==> config.mk <==
export PLATFORM = sky130hd
export DESIGN_NAME = dmem_arbiter
export DESIGN_NICKNAME = d
export VERILOG_FILES = /design/src/rtl/dmem_arbiter.sv
export SDC_FILE = /design/constraint.sdc
export NUM_CORES = 1
export LEC_CHECK = 0
export ABC_CLOCK_PERIOD_IN_PS = 4100
export CORE_MARGIN = 1.5
export CORE_UTILIZATION = 43
export CTS_CLUSTER_DIAMETER = 120
export DETAILED_ROUTE_END_ITERATION = 8
export PLACE_DENSITY = 0.86
export SLEW_MARGIN = 20
export SYNTH_ARGS = -nofsm -noshare
export SYNTH_HDL_FRONTEND = slang
export SYNTH_SLANG_ARGS = --single-unit
==> constraint.sdc <==
create_clock -name clk -period 4.1 [get_ports clk]
set_input_delay 0.82 -clock clk [delete_from_list [all_inputs] [get_ports clk]]
set_output_delay 0.82 -clock clk [all_outputs]
set_load 0.005 [all_outputs]
==> src/rtl/dmem_arbiter.sv <==
// Two-port round-robin arbiter/sequencer in front of the single-port data_memory.
// One access in flight at a time; every output is registered.
module dmem_arbiter #(
  parameter int ADDR_W  = 32,
  parameter int DATA_W  = 32,
  parameter int MEM_LAT = 1
) (
  input  logic              clk,
  input  logic              reset,
  input  logic              req0,
  input  logic              req1,
  input  logic              we0,
  input  logic              we1,
  input  logic [ADDR_W-1:0] addr0,
  input  logic [ADDR_W-1:0] addr1,
  input  logic [DATA_W-1:0] wdata0,
  input  logic [DATA_W-1:0] wdata1,
  output logic              gnt0,
  output logic              gnt1,
  output logic              done0,
  output logic              done1,
  output logic [DATA_W-1:0] rdata0,
  output logic [DATA_W-1:0] rdata1,
  output logic              Mem_read,
  output logic              Mem_write,
  output logic [ADDR_W-1:0] addr,
  output logic [DATA_W-1:0] write_data,
  input  logic [DATA_W-1:0] Read_data
);

  typedef enum logic [1:0] {S_IDLE, S_ACCESS, S_WAIT} state_t;

  state_t            r_state, w_state;
  logic              r_last, w_last;
  logic              r_port, w_port;
  logic              r_we, w_we;
  logic [2:0]        r_cnt, w_cnt;
  logic              r_gnt0, w_gnt0, r_gnt1, w_gnt1;
  logic              r_done0, w_done0, r_done1, w_done1;
  logic              r_mrd, w_mrd, r_mwr, w_mwr;
  logic [ADDR_W-1:0] r_addr, w_addr;
  logic [DATA_W-1:0] r_wdata, w_wdata;
  logic [DATA_W-1:0] r_rdata0, w_rdata0, r_rdata1, w_rdata1;
  logic              w_sel;
  logic              w_finish;

  always_comb begin
    w_state  = r_state;
    w_last   = r_last;
    w_port   = r_port;
    w_we     = r_we;
    w_cnt    = r_cnt;
    w_gnt0   = 1'b0;
    w_gnt1   = 1'b0;
    w_done0  = 1'b0;
    w_done1  = 1'b0;
    w_mrd    = r_mrd;
    w_mwr    = r_mwr;
    w_addr   = r_addr;
    w_wdata  = r_wdata;
    w_rdata0 = r_rdata0;
    w_rdata1 = r_rdata1;
    w_sel    = 1'b0;
    w_finish = 1'b0;

    unique case (r_state)
      S_IDLE: begin
        w_mrd = 1'b0;
        w_mwr = 1'b0;
        if (req0 || req1) begin
          // On a tie the port that did not win last time goes first.
          w_sel   = (req0 && req1) ? ~r_last : req1;
          w_port  = w_sel;
          w_last  = w_sel;
          w_we    = w_sel ? we1    : we0;
          w_addr  = w_sel ? addr1  : addr0;
          w_wdata = w_sel ? wdata1 : wdata0;
          w_gnt0  = ~w_sel;
          w_gnt1  = w_sel;
          w_mwr   = w_we;
          w_mrd   = ~w_we;
          w_cnt   = 3'(MEM_LAT);
          w_state = S_ACCESS;
        end
      end
      S_ACCESS: begin
        w_mwr = 1'b0;
        if (r_we || MEM_LAT == 0) w_finish = 1'b1;
        else                      w_state  = S_WAIT;
      end
      S_WAIT: begin
        w_cnt = r_cnt - 3'd1;
        if (r_cnt == 3'd1) w_finish = 1'b1;
      end
      default: w_state = S_IDLE;
    endcase

    if (w_finish) begin
      w_state = S_IDLE;
      w_mrd   = 1'b0;
      w_done0 = ~r_port;
      w_done1 = r_port;
      if (!r_we) begin
        if (r_port) w_rdata1 = Read_data;
        else        w_rdata0 = Read_data;
      end
    end
  end

  always_ff @(posedge clk or negedge reset) begin
    if (!reset) begin
      r_state  <= S_IDLE;
      r_last   <= 1'b1;
      r_port   <= 1'b0;
      r_we     <= 1'b0;
      r_cnt    <= '0;
      r_gnt0   <= 1'b0;
      r_gnt1   <= 1'b0;
      r_done0  <= 1'b0;
      r_done1  <= 1'b0;
      r_mrd    <= 1'b0;
      r_mwr    <= 1'b0;
      r_addr   <= '0;
      r_wdata  <= '0;
      r_rdata0 <= '0;
      r_rdata1 <= '0;
    end else begin
      r_state  <= w_state;
      r_last   <= w_last;
      r_port   <= w_port;
      r_we     <= w_we;
      r_cnt    <= w_cnt;
      r_gnt0   <= w_gnt0;
      r_gnt1   <= w_gnt1;
      r_done0  <= w_done0;
      r_done1  <= w_done1;
      r_mrd    <= w_mrd;
      r_mwr    <= w_mwr;
      r_addr   <= w_addr;
      r_wdata  <= w_wdata;
      r_rdata0 <= w_rdata0;
      r_rdata1 <= w_rdata1;
    end
  end

  assign gnt0       = r_gnt0;
  assign gnt1       = r_gnt1;
  assign done0      = r_done0;
  assign done1      = r_done1;
  assign rdata0     = r_rdata0;
  assign rdata1     = r_rdata1;
  assign Mem_read   = r_mrd;
  assign Mem_write  = r_mwr;
  assign addr       = r_addr;
  assign write_data = r_wdata;

endmodule

==> results of run 1 <==
==> placed cells by master, fill, tap and decap left out, types with 2 or more instances in the layout <==
master | synthesis | final
sky130_fd_sc_hd__a21oi_1 | 4 | 4
sky130_fd_sc_hd__a222oi_1 | 25 | 25
sky130_fd_sc_hd__a22o_1 | 2 | 2
sky130_fd_sc_hd__buf_4 | 2 | 6
sky130_fd_sc_hd__bufinv_16 | 0 | 5
sky130_fd_sc_hd__clkbuf_16 | 0 | 17
sky130_fd_sc_hd__clkbuf_8 | 0 | 3
sky130_fd_sc_hd__clkdlybuf4s50_1 | 0 | 298
sky130_fd_sc_hd__clkinv_2 | 0 | 2
sky130_fd_sc_hd__clkinv_4 | 0 | 2
sky130_fd_sc_hd__clkinvlp_4 | 0 | 2
sky130_fd_sc_hd__dfrtp_1 | 141 | 141
sky130_fd_sc_hd__ha_1 | 6 | 6
sky130_fd_sc_hd__inv_1 | 30 | 30
sky130_fd_sc_hd__inv_6 | 0 | 2
sky130_fd_sc_hd__mux2_1 | 2 | 2
sky130_fd_sc_hd__mux2_2 | 64 | 64
sky130_fd_sc_hd__mux2i_1 | 40 | 40
sky130_fd_sc_hd__nand2_1 | 44 | 44
sky130_fd_sc_hd__nand2b_1 | 2 | 2
sky130_fd_sc_hd__nor2_1 | 6 | 5
sky130_fd_sc_hd__o21a_1 | 2 | 2
sky130_fd_sc_hd__o21ai_0 | 41 | 41
==> worst max-delay path, stage by stage <==
cell and delay, ns:
sky130_fd_sc_hd__clkdlybuf4s50_1 0.62, sky130_fd_sc_hd__a21boi_4 0.29, sky130_fd_sc_hd__and2_1 0.85, sky130_fd_sc_hd__a222oi_1 0.30, sky130_fd_sc_hd__inv_1 0.11
==> state kept, by name, indices dropped and copies added (netlist names) <==
name        flops
gnt1            1
r_cnt           3
rdata1         32
rdata0         32
addr           32
done1           1
Mem_read        1
done0           1
gnt0            1
Mem_write       1
write_data     32
r_port          1
r_state         2
r_last          1
r_we            1
==> per-stage QoR <==
stage	power [mW]	hold slack [ns]	cells	instance area [sq um]	setup WS, ns
floorplan	3.54	0.444	452	5830	2.13
global placement	5.22	0.464	904	8970	1.25
detailed placement	5.38	0.470	904	8970	1.06
CTS	7.10	0.482	936	9630	1.51
global route	7.43	0.501	936	9630	1.32
finish	7.04	0.476	936	9630	1.44
==> worst max path at each step <==
stage	start	to	slack, ns	depth (start not counted)
floorplan	req1	addr[27]	2.13	7
global placement	req1	write_data[1]	1.25	5
detailed placement	req1	write_data[8]	1.06	5
CTS	req1	addr[30]	1.51	5
global route	req1	addr[30]	1.32	5
finish	req1	addr[30]	1.44	5
==> routing by layer <==
| metal | GRT usage, % | routed length (um) | vias to the layer above |
|---|---|---|---|
| met5 | 0 | 0 | - |
| met4 | 10.4 | 560 | 0 |
| met3 | 6.51 | 1120 | 38 |
| met2 | 42.0 | 8830 | 197 |
| met1 | 26.0 | 6200 | 2293 |
| li1 | - | - | 2197 |
==> cell type report <==
type                    instances  area [sq um]  share of cell area (%)
flip-flops and latches        142          3550                    36.9
repair buffers                305          3040                    31.6
multi-input cells             251          2040                    21.2
clock buffers                  19           453                    4.70
well taps                     176           220                    2.29
clock inverters                13           210                    2.18
inverters                      30           113                    1.17
==> power by group through the flow <==
| stage | logic, mW | registers (mW) | clock network [mW] |
|---|---|---|---|
| floorplan | 1.04 | 2.50 | 0 |
| CTS | 2.89 | 2.49 | 1.72 |
| global placement | 2.77 | 2.45 | 0 |
| detailed placement | 2.88 | 2.49 | 0 |
| finish | 2.86 | 2.48 | 1.70 |
| global route | 3.09 | 2.56 | 1.78 |
==> synth_stat cells, types with 4 or more instances <==
cell and n:
sky130_fd_sc_hd__dfrtp_1 141, sky130_fd_sc_hd__mux2_2 64, sky130_fd_sc_hd__nand2_1 44, sky130_fd_sc_hd__o21ai_0 41, sky130_fd_sc_hd__mux2i_1 40, sky130_fd_sc_hd__inv_1 30
sky130_fd_sc_hd__a222oi_1 25, sky130_fd_sc_hd__buf_2 14, sky130_fd_sc_hd__clkbuf_1 9, sky130_fd_sc_hd__ha_1 6, sky130_fd_sc_hd__nor2_1 6, sky130_fd_sc_hd__a21oi_1 4
==> logic make-up (layout without fill, tap and decap cells) <==
| logic type | Yosys count | after routing | share of synthesized area [%] |
|---|---|---|---|
| and+or+nand+nor | 58 | 58 | 4.12 |
| buffers and inverters | 59 | 367 | 4.48 |
| DFF | 142 | 142 | 61.0 |
| adders and majority gates | 6 | 6 | 1.29 |
| AOI/OAI and AO/OA | 81 | 81 | 9.55 |
| muxes | 106 | 106 | 19.6 |
==> metrics.txt, run 1 <==
run status finished, final reports clean; max capacitance violation total 0; worst hold path depth 2; Comb power frac roughly 41%; Fmax about 380 MHz; number of sinks handled by clock tree synthesis 142; endpoint of the worst-slack reg-to-reg timing path write_data[3]; post-CTS clock slew at the launch and capture registers of the worst setup and hold paths 0.06 ns; Netlist Area Pre-Place 5830 sq um; slew of the pin with the lowest slew margin 1.05 ns; Crit. End Element flip-flop; wire length after detailed routing 16,700 um; maximum fanout encountered on the critical timing path 27; launching element type of the critical path primary input; growth of design area from synthesis to finish 65.2%; number of nets still failing antenna checks after routing 0; vias 4,725; fin crit period 2.66 ns; post-detailed-route DRC marker count 0; unrepaired setup endpoints after global routing false; Switching Power 2.05 mW; count of buffers from port buffering 299; total power divided by cell area 731 nW/um^2; fraction of registers with async set/reset 100%; row cnt between 40 and 50; total track usage 23.5%; routed length per placed instance between 15 and 20 um; Total Nets Final 919; part of the Yosys area used for sequential elements between 60% and 70%; fraction of power consumed by the clock network 24.1%; cts hold-fix bufs 0; Pre-Repair DR Iteration Count 6; first-pass GRT wire length 25,900 um; Final Hold Vio Count 0; Clk Latency, worst-skew pair 0.41 ns; H-tree depth 4; diodes inserted 0; final HPWL from detailed placement 12,100 um; number of instances in the synthesized netlist between 400 and 500; total number of yosys warnings 0; cell accounting for the most synthesized area sky130_fd_sc_hd__dfrtp_1; worst-case headroom to the max-slew limit around 30%; cells on worst reg2reg path 7; pin count of the biggest net entering global routing around 120; period utilisation layout 64.8%; leakage power ~4.2 nW; area of the core 13,200 sq um; minimum setup slack among reg-to-reg paths 1.72 ns; number of antenna violations at the first check in global routing 0; synthesized area per cell 12.9 sq um; starting density of the core around 44%; io pins 300; starting DRC count in detailed routing 318; Critical Path AT roughly 3 ns; clock tree root driver cell sky130_fd_sc_hd__clkbuf_16; Max IR drop VDD about 0.00060 V; critical path class primary input to flip-flop; Filler Cells Inserted 928; final max-slew violation count 0; TritonCTS clock tree yes; final setup skew 0.00529 ns; gp weighted congestion 0.796; internal power consumption around 5.0 mW; post-synth top area share between 60% and 70%; number of distinct library cells after synthesis 33; routed vias/inst around 5.0; number of buffers created by CTS 17; die area 14,300 sq um; Die Width 119 um; main flop type after synthesis sky130_fd_sc_hd__dfrtp_1; Resized cells post-CTS 0; Yosys reg bits 142; y dimension of the die 119 um; share of cells above drive strength 1 14.1%; Max clock buf depth 2; share of the core filled with cells about 73%; Hold WC Path Type flip-flop to flip-flop; setup bufs post-CTS 0; Hold Crit Endpoint write_data[16]; aggregate negative setup slack 0 ns; CP Data Required Time between 4 and 5 ns; startpoint of the worst hold path write_data[16]; startpoint of the worst register-to-register path r_state[1]; top cells by area in the synthesized netlist sky130_fd_sc_hd__dfrtp_1, sky130_fd_sc_hd__mux2_2, sky130_fd_sc_hd__mux2i_1; leftover overflow at the end of global routing 0; switching share of power between 20 and 30%; Post-Syn Nets 624; EDFF count, synth 0; final count of negative-setup-slack endpoints 0; Flop pwr share 35.3%; number of global-route vias before repair around 4.9k
Note: power is estimated with default switching activity, not from simulation.
==> inputs of run 2 (changes only) <==
ABC_CLOCK_PERIOD_IN_PS = 2520   (was 4100)
CORE_UTILIZATION = 40   (was 43)
PLACE_DENSITY = 0.81   (was 0.86)
clock period = 2.52 ns   (was 4.1 ns; I/O delays follow)
==> run 2 against run 1 <==
Against the previous run:
- clock-buffer cell count up 1
- via count up 1.5%
- sequential cell count is the same
- worst setup slack lost 1.2 ns
- non-clock buffer count is 3 higher
- final area up 0.57%
- combinational power is 65% higher
- final cell count grew 0.75%
- register-to-register slack worse by 1.4 ns
- critical endpoint is now r_state[0]
- largest power group unchanged
==> metrics.txt, run 2 (same netlist as run 1, synthesis figures left out) <==
starting density of the core 41.5% (was 44.0%); number of global-route vias before repair 5,013 (was 4,928); Clk Latency, worst-skew pair 0.41 ns (about the same); cts hold-fix bufs 0 (unchanged); Die Width 124 um (was 119 um); io pins 300 (unchanged); Max clock buf depth 2 (unchanged); number of nets still failing antenna checks after routing 0 (unchanged); final HPWL from detailed placement 12,300 um (was 12,100 um); post-detailed-route DRC marker count 0 (unchanged); leakage power 4.26 nW (was 4.24 nW); share of cells above drive strength 1 14.2% (was 14.1%); diodes inserted 0 (unchanged); critical-path cell list inv_1 > ha_1 > nor3b_1 > a211oi_1 > nor2_1 > mux2_2 (was clkdlybuf4s50_1 > a21boi_4 > and2_1 > a222oi_1 > inv_1); final std cell area, no fill 9690 sq um (was 9630 sq um); Filler Cells Inserted 1,008 (was 928); Final Hold Vio Count 0 (unchanged); clock tree root driver cell sky130_fd_sc_hd__clkbuf_16 (unchanged); fin crit period roughly 2.2 ns; run status finished, final reports clean (unchanged); Total Nets Final 922 (was 919); Pre-Repair DR Iteration Count 6 (unchanged); total chip power 11.4 mW (was 7.04 mW); vias 4,798 (was 4,725); final max-slew violation count 0 (unchanged); crit-path max cell delay 0.52 ns (was 0.85 ns); Place WS 0.168 ns (was 1.06 ns); TritonCTS clock tree yes (unchanged); total track usage 21.4% (was 23.5%); row cnt 43 (was 42); period utilisation layout 89.0%; max capacitance violation total 0 (unchanged); leftover overflow at the end of global routing 0 (unchanged); Hold Worst Slack 0.0261 ns (was 0.476 ns); die area 15,300 sq um (was 14,300 sq um); number of antenna violations at the first check in global routing 0 (unchanged); critical path class flip-flop to flip-flop (was primary input to flip-flop); unrepaired setup endpoints after global routing false (unchanged); maximum fanout encountered on the critical timing path 10 (was 27); first-pass GRT wire length 25,000 um (was 25,900 um); area of the core 14,000 sq um (was 13,200 sq um); routed length per placed instance 17.6 um (was 17.8 um); Hold WC Path Type primary input to asynchronous set/reset pin (was flip-flop to flip-flop); commonest non-fill, non-tap cells in the layout sky130_fd_sc_hd__clkdlybuf4s50_1, sky130_fd_sc_hd__dfrtp_1, sky130_fd_sc_hd__mux2_2, sky130_fd_sc_hd__nand2_1, sky130_fd_sc_hd__o21ai_0 (unchanged); pin count of the biggest net entering global routing 89 (was 122); total power divided by cell area 1180 nW/um^2 (was 731 nW/um^2); most common cell after layout, fill and taps aside sky130_fd_sc_hd__clkdlybuf4s50_1 (unchanged); routed vias/inst 5.09 (was 5.05); final setup skew 0.00827 ns (was 0.00529 ns); slowest cell on the critical path sky130_fd_sc_hd__nor3b_1 (was sky130_fd_sc_hd__and2_1); number of sinks handled by clock tree synthesis 142 (unchanged); post-CTS clock slew at the launch and capture registers of the worst setup and hold paths 0.06 ns (about the same); worst-case headroom to the max-slew limit 64.2% (was 30.0%); Resized cells post-CTS 0 (unchanged); count of buffers from port buffering 299 (unchanged); Crit. End Element flip-flop (unchanged); CP Data Required Time 2.81 ns (was 4.45 ns); Post-Place Cell Area 9060 sq um (was 8970 sq um); Fmax between 400 and 500 MHz; starting DRC count in detailed routing 298 (was 318); final count of negative-setup-slack endpoints 0 (unchanged); Critical Path AT 2.53 ns (was 3.01 ns); growth of design area from synthesis to finish 66.1% (was 65.2%); wire length after detailed routing 16,600 um (was 16,700 um); slew of the pin with the lowest slew margin 0.535 ns (was 1.05 ns); Max IR drop VDD 0.000582 V (was 0.000600 V); y dimension of the die 124 um (was 119 um); number of buffers created by CTS 17 (unchanged); launching element type of the critical path flip-flop (was primary input); aggregate negative setup slack 0 ns (unchanged); setup bufs post-CTS 0 (unchanged); gp weighted congestion 0.798 (was 0.796); Final WS setup 0.278 ns (was 1.44 ns); H-tree depth 4 (unchanged)
[run 2: worst paths after layout]
check | start | end | slack (ns) | cells after the start
max | r_state[1] | r_state[0] | 0.28 | 6
min | reset | rdata1[11] | 0.03 | 1
max reg2reg | r_state[1] | r_state[0] | 0.28 | 6
min reg2reg | write_data[27] | write_data[27] | 0.47 | 2
max in group asynchronous | reset | r_last | 1.82 | 2
min in group clk | write_data[27] | write_data[27] | 0.47 | 2
[run 2: final cells by class]
| type | instances | area (sq um) | area share [%] |
|---|---|---|---|
| timing repair buffer | 308 | 3120 | 32.2 |
| sequential | 142 | 3550 | 36.7 |
| multi-input combinational | 251 | 2040 | 21.1 |
| tap | 180 | 225 | 2.32 |
| clock inverter | 12 | 184 | 1.90 |
| inverter | 30 | 113 | 1.16 |
| clock buffer | 20 | 447 | 4.61 |
[run 2: layer usage]
| metal | share of wire (%) | wire [um] | GRT usage (%) | vias up |
|---|---|---|---|---|
| met3 | 7.5 | 1240 | 5.63 | 50 |
| met5 | 0 | 0 | 0 | - |
| li1 | - | - | - | 2204 |
| met4 | 4.1 | 680 | 11.4 | 0 |
| met1 | 37 | 6050 | 23.1 | 2325 |
| met2 | 52 | 8600 | 38.4 | 219 |
[run 2: worst max-delay path: cells and delay by family (launching register included)]
family	cells	cell delay (ns)
compound gates	1	0.15
fa+ha+maj	1	0.40
buf+inv	1	0.12
flops	1	0.40
mux	1	0.36
simple gates	2	0.71
[run 2: power breakdown]
part / switching (mW) / internal (mW) / total, mW
combinational: 1.75 / 2.96 / 4.71
sequential: 0.611 / 3.41 / 4.02
clock: 0.969 / 1.69 / 2.66
[run 2: metrics by stage]
step / utilization [%] / std cells
5_1_grt: 69.0 / 943
3_3_place_gp: 64.5 / 911
3_5_place_dp: 64.5 / 911
6_report: 69.0 / 943
2_1_floorplan: - / 452
4_1_cts: 69.0 / 943
==> variant 1, RTL diff (settings of run 2) <==
Take the reset off `r_addr`, `r_wdata`, `r_rdata0` and `r_rdata1` and load them in a clocked block of their own.
--- a/src/rtl/dmem_arbiter.sv
+++ b/src/rtl/dmem_arbiter.sv
@@ -121,8 +121,4 @@
       r_mrd    <= 1'b0;
       r_mwr    <= 1'b0;
-      r_addr   <= '0;
-      r_wdata  <= '0;
-      r_rdata0 <= '0;
-      r_rdata1 <= '0;
     end else begin
       r_state  <= w_state;
@@ -137,9 +133,12 @@
       r_mrd    <= w_mrd;
       r_mwr    <= w_mwr;
-      r_addr   <= w_addr;
-      r_wdata  <= w_wdata;
-      r_rdata0 <= w_rdata0;
-      r_rdata1 <= w_rdata1;
     end
+  end
+
+  always_ff @(posedge clk) begin
+    r_addr   <= w_addr;
+    r_wdata  <= w_wdata;
+    r_rdata0 <= w_rdata0;
+    r_rdata1 <= w_rdata1;
   end
 
Formal check against the unedited RTL: not equivalent (a bounded check fails within 4 cycles, from zero or initial values and one cycle with reset low).
==> variant 1 against run 2 <==
Final area decreased by 5.1%. Die area decreased by 8.4%. Wire length fell by 14%. Worst setup slack improved by 0.25 ns. Area after synthesis shrank 8.6%. Utilization up 2.7 points. Non-clock buffer count shrank 2. Clock skew about the same. Sequential cell count unchanged. Global-route usage decreased by 0.92 points.
Power is not compared: it rests on default switching activity, and its combinational part moved more than twofold at a synthesized area within 25%.
==> variant 1: results (changes against run 2) <==
The run finished with clean final reports. The logs give 0.008693 ns (+0.0004210 ns) for the final setup skew and 1081 um2 (-47%) for the area of the multi-input gates. Largest incremental delay on the critical path: 0.39 ns (-0.13 ns). The total wirelength of the detailed-routed design is 14,250 um (-14%), and the inverter count is 5 (-83%). The logic depth of the worst register-to-register path was 7 (+1); the worst slew margin relative to its limit was 0.5747 (-0.06754). The first-pass GRT wire length is 21,290 um (-15%), and the async set or reset register ratio after synthesis is 0.09859 (-0.9014). The number of vias per cell was 4.693 (-7.8%). For the fraction of the yosys area taken by sequential cells, the log shows 0.7869 (+0.1774). The run gives 0.2052 (-0.009183) as the total global-route track usage. In this run the critical register-to-register path is captured at rdata1[11]$_DFFE_PP_. The number of enable-type register cells in the synthesized netlist is 128 (+128), and the fraction of area in clock buffers and inverters is 0.06232 (-0.002770). The number of fill cells was 869 (-14%); the biggest fanout along the worst timing path was 32 (+22).

For this design, the slowest cell found on the critical path is dfrtp_1. The logs give 438 (-30%) for the net count of the mapped netlist and 0.52 ns (+0.25 ns) for the register-to-register setup slack. The number of violations reported at the end of detailed-routing iteration 0 came out at 257 (-14%). The proportion of cell area occupied by registers works out to 0.4563 (+0.08934). The worst register-to-register path begins at r_state[0]$_DFFE_PN0P_.

The number of distinct library cell variants in the gate-level netlist after synthesis was 32 (-3.0%); the detailed-router iteration count before antenna repair was 4 (-2). The ratio of cells with drive above 1 in the final layout was 0.1477 (+0.006104). The count of plain and timing-repair buffers is 306 (-0.65%), and the synthesized area per cell is 20.04 um2 (+55%).

The logs give 755 (-18%) for the number of nets in the finished design and 2.09 ns (-0.44 ns) for the arrival time at the worst endpoint. The number of multi-input logic gates is 111 (-56%). The number of antenna violations at the first check in global routing was 0 (unchanged); the area added between synthesis and finish was 72.47%. The run gives 3,851 (-23%) as the number of global-route vias before repair.

The placed standard-cell area was 8622 um2 (-4.8%); the smallest hold slack was 0.5015 ns (+0.4754 ns). Area fraction in compound gates after synthesis: 0.01784 (-0.07764). The floorplan row count was 41 (-4.7%); the half-perimeter wire length of the detailed placement result was 11,150 um (-9.2%). The tools report the number of placed instances with taps included as 736 (-19%).
variant 1: cell types whose count changed after synthesis, moves of 25 or more:
cell / change
a222oi_1: -25
dfrtp_1: -128
edfxtp_1: +128
inv_1: -25
mux2i_1: -38
nand2_1: -39
o21ai_0: -38
variant 1: per-layer routing:
| layer | up-vias | track usage | share of wire |
|---|---|---|---|
| met4 | 0 | 0.08660 | 0.025 |
| met2 | 221 | 0.3681 | 0.53 |
| met5 | - | 0 | 0 |
| li1 | 1667 | - | - |
| met3 | 23 | 0.08929 | 0.096 |
| met1 | 1693 | 0.2068 | 0.35 |
variant 1: cells by family (layout without fill, tap and decap cells):
| logic type | after synthesis | in the layout |
|---|---|---|
| buffers and inverters | 13 | 343 |
| and+or+nand+nor | 23 | 23 |
| muxes | 68 | 68 |
| AOI/OAI and AO/OA | 14 | 14 |
| adders and majority gates | 6 | 6 |
| DFF | 142 | 142 |
variant 1: worst max-delay path by stage:
| stage | start | end | slack (ns) | cells after the start |
|---|---|---|---|---|
| 6_report | r_state[0]$_DFFE_PN0P_ | rdata1[11]$_DFFE_PP_ | 0.52 | 7 |
| 5_1_grt | r_state[0]$_DFFE_PN0P_ | rdata1[11]$_DFFE_PP_ | 0.41 | 7 |
| 4_1_cts | r_state[0]$_DFFE_PN0P_ | rdata1[0]$_DFFE_PP_ | 0.52 | 7 |
| 3_5_place_dp | req1 | addr[13]$_DFFE_PP_ | 0.28 | 4 |
| 3_3_place_gp | req1 | addr[9]$_DFFE_PP_ | 0.31 | 4 |
| 2_1_floorplan | r_state[0]$_DFFE_PN0P_ | r_we$_DFFE_PN0P_ | 0.03 | 6 |
variant 1: power by group:
group | switching, uW | internal (uW)
logic | 836 | 1230
clock network | 932 | 1460
registers | 180 | 3190
total | 1950 | 5880
==> variant 2, RTL diff (config.mk and constraints of run 2) <==
Without the edit above. Set the parameter `DATA_W` to 48 (it was 32).
--- a/src/rtl/dmem_arbiter.sv
+++ b/src/rtl/dmem_arbiter.sv
@@ -3,5 +3,5 @@
 module dmem_arbiter #(
   parameter int ADDR_W  = 32,
-  parameter int DATA_W  = 32,
+  parameter int DATA_W  = 48,
   parameter int MEM_LAT = 1
 ) (
Interface: changed (6 resized); port bits go from 300 to 396. No check against the original RTL was run, so the function may have changed too.
==> variant 2 against run 2 <==
Total power up 30%. First-iteration DRC count is 21% higher. Critical endpoint is now rdata0[32]$_DFFE_PN0P_. Largest cell class unchanged. Wire length is 47% higher. Largest power group unchanged. Utilization is 3.1 points lower. Clock power increased by 3%. Sequential cell count increased by 48. Final area increased by 31%. Global-route usage up 2.0 points. Count of clock-buffer cells in the layout fell by 3. Synthesized cell count increased by 27%. Area after synthesis is 34% higher. Worst setup slack better by 0.17 ns. Via count increased by 28%.
==> variant 2: results (changes against run 2) <==
The run finished with clean final reports. For the arrival time at the worst endpoint, the log shows 2.38 ns (-0.15 ns). The number of H-tree levels is 4 (unchanged), and the post-route non-filler standard cell count is 1,238 (+31%). The number of buffers inserted by post-CTS setup repair is 0 (unchanged).

The CTS root buffer was clkbuf_16. The half-perimeter wire length of the detailed placement result was 18,030 um (+47%). For the weighted congestion at the end of routability-driven global placement, the log shows 0.7842 (-1.7%).

The number of buffers created by CTS is 17 (unchanged), and the number of global-route vias before repair is 6,270 (+25%). The total of warnings raised by yosys was 0 (unchanged). Largest incremental delay on the critical path: 0.42 ns (-0.10 ns). By area the synthesized netlist is led by dfrtp_1 60%, mux2_2 8.3%, mux2_4 7.7%, a222oi_1 5.2%, mux2i_1 5.1%. The leakage power figure came out at 0.005662 uW (+33%).

The tools report the number of distinct library cell variants in the gate-level netlist after synthesis as 33 (unchanged). The number of violations reported at the end of detailed-routing iteration 0 was 360 (+21%); the number of gates resized after CTS was 0 (unchanged). Ratio of cells with drive above 1 in the final layout: 0.1552 (+0.01364).

Sorting the synthesized cells by how often they occur yields 189 x dfrtp_1, 58 x mux2_2, 45 x inv_1, 45 x nand2_1. The final setup skew is 0.01210 ns (+0.003826 ns). The number of fill cells was 1,464 (+45%); the minimum setup slack in the final design was 0.4522 ns (+0.1742 ns). The synthesized instance count came out at 572 (+27%). Among cell families on the critical path, the largest total delay comes from simple AND/OR/NAND/NOR gates. The run gives 12,140 um2 (+34%) as the placed standard-cell area.

The biggest fanout along the worst timing path came out at 48 (+38). The maximum buffer depth of the clock tree came out at 2 (unchanged). The fraction of power spent switching nets was 0.3079 (+0.01555). The first-pass GRT wire length is 35,730 um (+43%). The worst slack at placement came out at 0.1716 ns (+0.003591 ns). For the total global-route track usage, the log shows 0.2340 (+0.01969). Commonest register cell after synthesis: dfrtp_1.

The leftover overflow at the end of global routing came out at 0 (unchanged). The detailed-router iteration count before antenna repair came out at 5 (-1). The count of input and output buffers was 395 (+32%); the largest voltage drop on the vdd net was 882.0 uV (+51%).

The total wirelength of the detailed-routed design came out at 24,330 um (+47%). The fraction of the yosys area taken by sequential cells came out at 0.6065 (-0.003016). The clock latency on the worst-skew pair was 0.44 ns (+0.03 ns).

The largest individual stage delay along the critical path comes from the cell dfrtp_1. The number of vias per cell is 4.963 (-2.5%). The maximum number of pins on one net before global-route repair is 111 (+25%).

The transition at the pin with the smallest max-transition slack came out at 0.5240 ns (-0.01138 ns). For the number of antenna violations at the first check in global routing, the log shows 0 (unchanged). The number of diodes added for antenna fixing was 0 (unchanged); the async set or reset register ratio after synthesis was 1.000 (unchanged). The register clock-pin slew on the reported worst setup and hold paths works out to 0.08 ns (+0.02 ns). The tools report the net count of the mapped netlist as 792 (+27%).

The class of the most critical hold timing path is input pin to asynchronous set/reset pin.
-- variant 2: changes by cell type in the layout (fill, tap and decap cells not counted), moves of 3 or more --
cell	change
a222oi_1	+16
bufinv_16	-3
mux2_2	-6
dfrtp_1	+48
inv_8	+6
inv_1	+15
clkdlybuf4s50_1	+96
mux2_4	+40
-- variant 2: cell families (layout without fill, tap and decap cells) --
| family | after synthesis | in the layout | share of synthesized area |
|---|---|---|---|
| AO/OA/AOI/OAI | 96 | 96 | 0.09079 |
| adder cells (fa/ha/maj) | 6 | 6 | 0.009574 |
| buffers and inverters | 83 | 484 | 0.04787 |
| flip-flops | 190 | 190 | 0.6065 |
| multiplexers | 138 | 138 | 0.2109 |
| AND/OR/NAND/NOR | 59 | 59 | 0.03431 |
-- variant 2: area by class of cell --
class	instances	area (um2)	share of cell area
Clock buffer	17	425.4	0.03339
Clock inverter	14	173.9	0.01365
Sequential cell	190	4756	0.3733
Timing Repair Buffer	408	4143	0.3252
Tap cell	265	331.6	0.02603
Multi-Input combinational cell	299	2741	0.2152
Inverter	45	168.9	0.01326
-- variant 2: through the flow --
stage               utilization  hold WS (ns)
floorplan                     -        0.2084
global placement         0.6279        0.4637
detailed placement       0.6279        0.4693
CTS                      0.6589       0.01716
global route             0.6589       0.02754
finish                   0.6589       0.01320
-- variant 2: worst register-to-register path: stages (launching register included) --
cell,delay (ns)
dfrtp_1,0.42
inv_1,0.10
ha_1,0.26
nand2_1,0.13
nor4b_4,0.32
nand2b_2,0.12
buf_12,0.20
mux2_4,0.40
-- variant 2: routing by layer --
| layer | vias to the layer above | track usage | part of all wire |
|---|---|---|---|
| met5 | - | 0 | 0 |
| met4 | 0 | 0.1004 | 0.033 |
| met3 | 46 | 0.06204 | 0.069 |
| met2 | 253 | 0.4048 | 0.52 |
| met1 | 3011 | 0.2736 | 0.38 |
| li1 | 2834 | - | - |
-- variant 2: power groups by stage --
stage          Combinational (uW)  Clock, uW  Sequential [uW]
4_1_cts                      6740       2780             5430
5_1_grt                      7150       2900             5610
6_report                     6660       2730             5420
3_5_place_dp                 6710          0             5470
2_1_floorplan                2410          0             5510
3_3_place_gp                 6570          0             5400
-- variant 2: path summary, 6_finish.rpt --
path                                       startpoint                         end  cells after the start
setup / recovery               r_state[0]$_DFFE_PN0P_      rdata0[32]$_DFFE_PN0P_                      7
hold / removal                                  reset       rdata1[4]$_DFFE_PN0P_                      1
setup reg to reg               r_state[0]$_DFFE_PN0P_      rdata0[32]$_DFFE_PN0P_                      7
hold reg to reg            write_data[45]$_DFFE_PN0P_  write_data[45]$_DFFE_PN0P_                      2
max in group asynchronous                       reset  write_data[16]$_DFFE_PN0P_                      2
min in group clk           write_data[45]$_DFFE_PN0P_  write_data[45]$_DFFE_PN0P_                      2
